### config.mk
export PLATFORM = sky130hd
export DESIGN_NAME = mem_access_sequencer
export DESIGN_NICKNAME = d
export VERILOG_FILES = /design/src/rtl/mem_access_sequencer.sv
export SDC_FILE = /design/constraint.sdc
export NUM_CORES = 1
export LEC_CHECK = 0
export ABC_AREA = 1
export CAP_MARGIN = 20
export CORE_UTILIZATION = 51
export CTS_BUF_LIST = sky130_fd_sc_hd__clkbuf_16
export DETAILED_ROUTE_END_ITERATION = 12
export GPL_TIMING_DRIVEN = 0
export PLACE_DENSITY_LB_ADDON = 0.1
export SLEW_MARGIN = 15
export SYNTH_ARGS = -nofsm -noshare
export SYNTH_HDL_FRONTEND = slang
export SYNTH_SLANG_ARGS = --single-unit
### constraint.sdc
create_clock -name clk -period 2.6 [get_ports clk]
set_input_delay 0.52 -clock clk [delete_from_list [all_inputs] [get_ports clk]]
set_output_delay 0.52 -clock clk [all_outputs]
set_load 0.05 [all_outputs]
### src/rtl/mem_access_sequencer.sv
// Byte-serial load/store sequencer between the pipeline memory stage and a
// byte-wide data memory. One request is accepted per handshake, checked for
// alignment and legality, then performed as big-endian single-byte beats
// (the byte at the request address is the most significant). Loads are
// assembled, sign/zero extended and returned through a valid/ready response.
//
// Ports:
//   clk, rst                    rising-edge clock, synchronous active-high reset
//   req_valid/req_ready         request handshake (ready only while idle)
//   req_op, req_addr, req_wdata operation code, byte address, store data
//   mem_addr, mem_we, mem_wdata byte memory address, write strobe, write byte
//   mem_rdata                   byte read data, combinational from mem_addr
//   resp_valid/resp_ready       response handshake
//   resp_rdata, resp_err        extended load data (0 for stores/errors), error flag
module mem_access_sequencer #(
  parameter int unsigned ADDR_BITS = 8,
  parameter int unsigned DATA_W    = 32
) (
  input  logic                 clk,
  input  logic                 rst,
  input  logic                 req_valid,
  output logic                 req_ready,
  input  logic [3:0]           req_op,
  input  logic [ADDR_BITS-1:0] req_addr,
  input  logic [DATA_W-1:0]    req_wdata,
  output logic [ADDR_BITS-1:0] mem_addr,
  output logic                 mem_we,
  output logic [7:0]           mem_wdata,
  input  logic [7:0]           mem_rdata,
  output logic                 resp_valid,
  input  logic                 resp_ready,
  output logic [DATA_W-1:0]    resp_rdata,
  output logic                 resp_err
);

  typedef enum logic [1:0] {StIdle, StBeat, StResp} state_e;

  localparam logic [3:0] OpSw  = 4'd1;
  localparam logic [3:0] OpSh  = 4'd2;
  localparam logic [3:0] OpSb  = 4'd3;
  localparam logic [3:0] OpLw  = 4'd4;
  localparam logic [3:0] OpLh  = 4'd5;
  localparam logic [3:0] OpLb  = 4'd6;
  localparam logic [3:0] OpLhu = 4'd7;
  localparam logic [3:0] OpLbu = 4'd8;

  state_e               state_q, state_d;
  logic [3:0]           op_q, op_d;
  logic [ADDR_BITS-1:0] addr_q, addr_d;
  logic [31:0]          data_q, data_d;  // store shift-out / load assembly
  logic [1:0]           k_q, k_d;        // current beat index
  logic [1:0]           last_q, last_d;  // index of the final beat (N-1)
  logic                 err_q, err_d;

  // Request decode
  logic       dec_legal, dec_word, dec_half, dec_store;
  logic [1:0] dec_last;
  logic [31:0] dec_wdata;
  logic       store_q;

  always_comb begin
    dec_legal = 1'b1;
    dec_word  = 1'b0;
    dec_half  = 1'b0;
    dec_store = 1'b0;
    dec_last  = 2'd0;
    case (req_op)
      OpSw, OpLw:         begin dec_word = 1'b1; dec_last = 2'd3; end
      OpSh, OpLh, OpLhu:  begin dec_half = 1'b1; dec_last = 2'd1; end
      OpSb, OpLb, OpLbu:  dec_last = 2'd0;
      default:            dec_legal = 1'b0;
    endcase
    dec_store = (req_op == OpSw) || (req_op == OpSh) || (req_op == OpSb);
    // Left-justify the store field so each beat simply emits the top byte.
    if (dec_word)      dec_wdata = req_wdata[31:0];
    else if (dec_half) dec_wdata = {req_wdata[15:0], 16'h0000};
    else               dec_wdata = {req_wdata[7:0], 24'h000000};
  end

  assign store_q = (op_q == OpSw) || (op_q == OpSh) || (op_q == OpSb);

  always_comb begin
    state_d    = state_q;
    op_d       = op_q;
    addr_d     = addr_q;
    data_d     = data_q;
    k_d        = k_q;
    last_d     = last_q;
    err_d      = err_q;
    req_ready  = 1'b0;
    mem_addr   = '0;
    mem_we     = 1'b0;
    mem_wdata  = 8'h00;
    resp_valid = 1'b0;
    resp_rdata = '0;
    resp_err   = 1'b0;

    unique case (state_q)
      StIdle: begin
        req_ready = 1'b1;
        if (req_valid) begin
          op_d   = req_op;
          addr_d = req_addr;
          k_d    = 2'd0;
          last_d = dec_last;
          err_d  = !dec_legal || (dec_word && (req_addr[1:0] != 2'b00)) ||
                   (dec_half && req_addr[0]);
          data_d = dec_store ? dec_wdata : 32'h0;
          state_d = err_d ? StResp : StBeat;
        end
      end
      StBeat: begin
        mem_addr  = addr_q + ADDR_BITS'(k_q);
        mem_we    = store_q;
        mem_wdata = data_q[31:24];
        data_d    = {data_q[23:0], store_q ? 8'h00 : mem_rdata};
        k_d       = k_q + 2'd1;
        if (k_q == last_q) state_d = StResp;
      end
      StResp: begin
        resp_valid = 1'b1;
        resp_err   = err_q;
        if (!err_q) begin
          case (op_q)
            OpLw:    resp_rdata = data_q;
            OpLh:    resp_rdata = {{16{data_q[15]}}, data_q[15:0]};
            OpLb:    resp_rdata = {{24{data_q[7]}}, data_q[7:0]};
            OpLhu:   resp_rdata = {16'h0000, data_q[15:0]};
            OpLbu:   resp_rdata = {24'h000000, data_q[7:0]};
            default: resp_rdata = '0;
          endcase
        end
        if (resp_ready) state_d = StIdle;
      end
      default: state_d = StIdle;
    endcase
  end

  always_ff @(posedge clk) begin
    if (rst) begin
      state_q <= StIdle;
      op_q    <= 4'd0;
      addr_q  <= '0;
      data_q  <= 32'h0;
      k_q     <= 2'd0;
      last_q  <= 2'd0;
      err_q   <= 1'b0;
    end else begin
      state_q <= state_d;
      op_q    <= op_d;
      addr_q  <= addr_d;
      data_q  <= data_d;
      k_q     <= k_d;
      last_q  <= last_d;
      err_q   <= err_d;
    end
  end

endmodule

==> results.json, run 1 <==
{
  "multi_input_comb_area_sq_um": 1863,
  "dr.pass1.iters": 5,
  "avgSynthCellArea_sq_um": 6.459,
  "path_class": "reg -> out",
  "grt_usage_pct": 32.44,
  "cts_max_level": 2,
  "hpwl_mm": 8.525,
  "antenna_found_initial": 0,
  "wl_per_cell_um": 15.68,
  "rsz0062_at_grt": "true",
  "syn_nets": 577,
  "relSlewSlack_pct": 63.31,
  "final_nets": 690,
  "grt_pass1_vias": 3602,
  "power_density_nw_per_um2": 460.9,
  "cts_buffers": 5,
  "p_clk_share_pct": 35.5,
  "fin_skew_ps": 6.498,
  "drive_gt1_share_pct": 17.41,
  "yosysWarnings": 0,
  "synth_cell_type_count": 38,
  "detailedPlace.worstSlack_ps": -232.4,
  "whs_ps": 510.1,
  "tightest_slew_ps": 547.3,
  "pwr-share-comb_pct": 23.0,
  "clkLatencyLatePin_ps": 290,
  "start_kind": "flop",
  "end_kind": "primary output",
  "ios": 108,
  "syn_inst": 518,
  "ys_seq_elements": 51,
  "syn_area_sq_um": 3346,
  "grt_overflow_total": 0,
  "drv_slew": 0,
  "cts.clk_slew.worst_paths_ps": 70,
  "drt_iter0_drc": 286,
  "wl_mm": 11.12,
  "seqPwrFrac_pct": 41.5,
  "max_freq_ghz": 0.3876,
  "p_sw_share_pct": 30.35,
  "start_util_pct": 52.69,
  "die_w_um": 83.00,
  "ir_drop_v": 0.0005135,
  "regArea_sq_um": 1021,
  "antenna_cells": 0,
  "core-area_sq_um": 6350,
  "cts_root_buf": "clkbuf_16",
  "portBuffers": 106,
  "num_vias": 3916,
  "cts.sinks": 51,
  "rows": 29,
  "setup_viol": 0,
  "fp.dieH_um": 83.00,
  "hp-class": "reg -> reg",
  "cts_tree": "built",
  "finalCritPeriodShare_pct": 99.24,
  "maxCapViolCount": 0,
  "die_area_sq_um": 6888,
  "power.switching_mw": 0.6356,
  "seq_area_frac_synth_pct": 30.52,
  "status": "finished clean",
  "cp.arrival_ps": 2060,
  "leakagePower_nw": 2.060,
  "syn_to_final_growth_pct": 35.83,
  "clockBufferDepth": 2,
  "final_hold_viol_count": 0,
  "drc": 0,
  "critPathMaxFanout": 8,
  "routabilityCongestion": 0.8881,
  "grt_max_degree": 16,
  "cp.required_ps": 2080,
  "fin_ws_ps": 19.85,
  "ant_nets": 0,
  "internal_power_mw": 1.459,
  "grt_pass1_wl_mm": 17.91,
  "fillers": 569,
  "r2r_setup_slack_ps": 1020,
  "period_needed_ps": 2580,
  "via_per_inst": 5.523
}
==> placed cells by master, fill, tap and decap left out, types with 4 or more instances in the layout <==
master | netlist | routed
clkdlybuf4s50_1 | 0 | 57
nand2_2 | 15 | 15
nand3_2 | 4 | 5
dlygate4sd2_1 | 0 | 6
nor2_1 | 46 | 45
buf_2 | 7 | 15
clkdlybuf4s15_2 | 0 | 9
a31oi_1 | 8 | 8
nand3_1 | 42 | 41
clkbuf_1 | 8 | 7
a22oi_1 | 24 | 24
clkbuf_16 | 0 | 5
clkbuf_4 | 0 | 6
a21oi_1 | 46 | 44
dfxtp_1 | 51 | 51
o21ai_0 | 44 | 44
clkbuf_2 | 0 | 21
nor2_2 | 3 | 4
inv_1 | 81 | 81
nand2_1 | 102 | 102
nor2_4 | 4 | 4
==> path summary, 6_finish.rpt <==
| check | end | depth (start not counted) | startpoint |
|---|---|---|---|
| max reg2reg | data_q[14]$_SDFFE_PP0P_ | 4 | state_q[0]$_SDFFE_PP0P_ |
| max | resp_rdata[9] | 6 | op_q[1]$_SDFFE_PP0P_ |
| min | addr_q[0]$_SDFFE_PP0P_ | 2 | addr_q[0]$_SDFFE_PP0P_ |
| min reg2reg | addr_q[0]$_SDFFE_PP0P_ | 2 | addr_q[0]$_SDFFE_PP0P_ |
==> kinds of logic after synthesis <==
family          synth area share (%)
buf+inv                        14.62
flops                          30.52
fa+ha+maj                      1.346
compound gates                 21.65
simple gates                   31.86
==> metrics by stage <==
step	utilization, %	setup TNS (ps)	instances	cell area (sq um)	power [mW]
2_1_floorplan	-	0	518	3361	1.154
3_3_place_gp	71.15	-1987	701	4518	1.344
3_5_place_dp	71.15	-2572	701	4518	1.356
4_1_cts	73.00	-45.36	709	4636	2.085
5_1_grt	71.57	-417.7	709	4544	2.170
6_report	71.57	0	709	4544	2.094
==> critical path: stages, from the launching register on <==
cell,delay [ps]
dfxtp_1,310
inv_1,150
nor2_2,70
nor3_2,420
nand2_1,100
a21oi_1,160
dlygate4sd2_1,550
==> power groups by stage <==
stage | clock network, mW | registers (mW) | logic (mW)
6_report | 0.743 | 0.870 | 0.482
5_1_grt | 0.774 | 0.876 | 0.520
4_1_cts | 0.744 | 0.868 | 0.473
3_5_place_dp | 0 | 0.885 | 0.470
3_3_place_gp | 0 | 0.883 | 0.461
2_1_floorplan | 0 | 0.874 | 0.280
==> Yosys cell counts <==
library cell / n / share of area (%)
nand2_1: 102 / 11
inv_1: 81 / 9.1
dfxtp_1: 51 / 31
a21oi_1: 46 / 6.9
nor2_1: 46 / 5.2
o21ai_0: 44 / 6.6
nand3_1: 42 / 6.3
a22oi_1: 24 / 5.4
nand2_2: 15 / 2.8
a31oi_1: 8 / 1.5
clkbuf_1: 8 / 0.90
buf_2: 7 / 1.0
nand3_2: 4 / 1.2
nor2_4: 4 / 1.3
buf_4: 3 / 0.67
buf_6: 3 / 1.0
nand2_4: 3 / 1.0
nor2_2: 3 / 0.56
ha_1: 2 / 0.75
inv_2: 2 / 0.22
nor3_1: 2 / 0.30
nor3_2: 2 / 0.60
a211oi_1: 1 / 0.22
a21boi_0: 1 / 0.22
a21o_1: 1 / 0.22
a21oi_2: 1 / 0.26
buf_1: 1 / 0.11
buf_12: 1 / 0.60
buf_8: 1 / 0.45
clkinv_4: 1 / 0.26
fa_1: 1 / 0.60
inv_6: 1 / 0.26
nand4_1: 1 / 0.19
nor2_8: 1 / 0.60
nor4_1: 1 / 0.19
o21a_1: 1 / 0.22
o21ai_1: 1 / 0.15
or2_2: 1 / 0.19
==> layout make-up <==
class	count	share of cell area (%)
Buffer	24	3.552
Sequential cell	51	22.47
Timing Repair Buffer	106	20.02
Inverter	85	7.241
Clock buffer	5	2.753
Multi-Input combinational cell	358	41.00
Clock inverter	3	0.8535
Tap cell	77	2.120
==> registers in the layout, summed over array words and instances (netlist names) <==
register / cells
err_q: 1
data_q: 32
k_q: 2
state_q: 2
addr_q: 8
op_q: 4
last_q: 2
==> timing repair <==
item | 4_1_cts | 5_1_grt
hold buffers | 0 | 0
resized for setup | 123 | 52
endpoints found under the hold margin | 0 | 0
setup endpoints to repair | 49 | 40
setup buffers | 0 | 0
==> metal layers <==
layer  GRT usage [%]  share of wire [%]
met3           4.970                9.3
met2           49.63                 44
met5               0                  0
met4           11.60                1.6
met1           46.21                 46
Power figures use the tool's default switching activity.
==> run 2, diff against run 1 <==
Settings changed: CORE_UTILIZATION 51 to 43, CTS_BUF_LIST sky130_fd_sc_hd__clkbuf_16 to sky130_fd_sc_hd__clkbuf_2.
Clock period 2.6 ns to 2.3 ns, I/O delays scaled along.
==> run 2 against run 1 <==
  * Final cell count increased by 5.8%
  * Hold slack got worse by 73 ps
  * Largest power group unchanged
  * The run now ends with setup timing left
  * Sequential share of layout area decreased by 2.7 points
  * Die area increased by 18%
  * Via count increased by 2.0%
  * Largest cell class unchanged
  * Critical path type unchanged
  * Clock power decreased by 36%
  * Critical path depth increased by 3
==> results.json, run 2 (same netlist as run 1, synthesis figures left out) <==
{
  "core-area_sq_um": 7370,
  "path_class": "reg -> out",
  "leakagePower_nw": 2.230,
  "antenna_found_initial": 0,
  "finalCritPeriodShare_pct": 106.1,
  "largest-register": "data_q",
  "largest_register_ffs": 32,
  "detailedPlace.worstSlack_ps": -448.6,
  "drive_gt1_share_pct": 32.87,
  "hp-class": "in -> reg",
  "wl_mm": 12.11,
  "grt_pass1_vias": 3686,
  "portBuffers": 106,
  "hpwl_mm": 8.557,
  "dr.pass1.iters": 5,
  "final_nets": 709,
  "drc": 0,
  "whs_ps": 437.5,
  "power.total_mw": 2.132,
  "die_w_um": 90.21,
  "reg_top3": "data_q x32, addr_q x8, op_q x4",
  "critPathMaxFanout": 10,
  "fin_ws_ps": -140.3,
  "period_needed_ps": 2440,
  "maxCapViolCount": 0,
  "clockBufferDepth": 2,
  "relSlewSlack_pct": 63.07,
  "start_util_pct": 45.40,
  "ios": 108,
  "max_freq_ghz": 0.4098,
  "violations": "setup timing",
  "rows": 31,
  "cts.sinks": 51,
  "start_kind": "flop",
  "num_vias": 3995,
  "rsz0062_at_grt": "true",
  "fin_skew_ps": 9.359,
  "cp.required_ps": 1840,
  "routabilityCongestion": 0.8850,
  "fp.dieH_um": 90.21,
  "final_cell_mix": "nand2_1, inv_1, clkdlybuf4s50_1, nand3_1, dfxtp_1",
  "cts.clk_slew.worst_paths_ps": 260,
  "ir_drop_v": 0.0002575,
  "setup_viol": 36,
  "cp.arrival_ps": 1980,
  "die_area_sq_um": 8138,
  "status": "finished, violations left",
  "wl_per_cell_um": 16.15,
  "grt_overflow_total": 0,
  "fin_util_pct": 71.55,
  "syn_to_final_growth_pct": 57.59,
  "final_hold_viol_count": 0,
  "grt_usage_pct": 28.79,
  "cts_tree": "built",
  "power_density_nw_per_um2": 404.4,
  "final_common_cell": "nand2_1",
  "end_kind": "primary output",
  "tightest_slew_ps": 550.3,
  "ant_nets": 0,
  "drv_slew": 0,
  "via_per_inst": 5.327,
  "grt_pass1_wl_mm": 18.66,
  "clkLatencyLatePin_ps": 450,
  "antenna_cells": 0,
  "grt_max_degree": 20,
  "cts_max_level": 2,
  "cts_root_buf": "clkbuf_2",
  "drt_iter0_drc": 253,
  "cts_buffers": 5
}
==> run 2: cell types whose count changed in the layout (fill, tap and decap cells not counted), moves of 17 or more <==
| cell | change |
|---|---|
| buf_4 | +22 |
| inv_1 | -18 |
| buf_8 | +18 |
| nor2_1 | -17 |
| buf_6 | +30 |
==> run 2: area by class of cell <==
class,count,area (sq um)
Sequential cell,51,1045
Tap cell,99,123.9
Multi-Input combinational cell,358,2181
Timing Repair Buffer,126,1328
Clock buffer,5,25.02
Fill cell,607,2097
Buffer,23,187.7
Clock inverter,3,38.79
Inverter,85,344.1
==> run 2: final timing paths <==
check,to,cells after the start,slack (ps),start
hold reg to reg,addr_q[0]$_SDFFE_PP0P_,2,530,addr_q[0]$_SDFFE_PP0P_
setup / recovery,resp_rdata[21],9,-140,op_q[2]$_SDFFE_PP0P_
setup reg to reg,data_q[14]$_SDFFE_PP0P_,4,640,state_q[0]$_SDFFE_PP0P_
hold / removal,data_q[25]$_SDFFE_PP0P_,2,440,rst
==> run 2: worst max-delay path, stage by stage (launching register included) <==
cell,delay (ps)
dfxtp_2,430
inv_4,60
nor2_4,120
buf_4,150
nand3_4,130
buf_6,190
o21ai_1,170
nand2_2,80
inv_2,60
buf_8,140
==> run 2: report_power, final <==
group / leakage, nW / switching, mW / internal, mW
Sequential: 0.422 / 0.0580 / 0.941
Clock: 0.0404 / 0.300 / 0.178
Combinational: 1.77 / 0.392 / 0.262
Total: 2.23 / 0.751 / 1.38
==> run 2: metal layers <==
layer  track usage, %  vias up  share of wire [%]
met3            3.976       20                7.1
met1            39.31     1844                 44
met2            47.01      188                 47
met4            8.602        0                1.9
li1                 -     1943                  -
met5                0        -                  0
==> run 2: timing repair <==
action	in CTS	in global routing
gates cloned	2	0
gates resized for setup	408	101
pin swaps	11	17
endpoints found under the setup margin	51	51
setup buffers	10	8
hold buffers	0	0
==> run 2: stage by stage <==
step | TNS, ps | cells | cell area [sq um]
after floorplan | -549.3 | 518 | 3366
after global placement | -11280 | 723 | 4551
after detailed placement | -12910 | 723 | 4551
after CTS | -2508 | 742 | 4905
after global routing | -6698 | 750 | 5273
final | -2676 | 750 | 5273
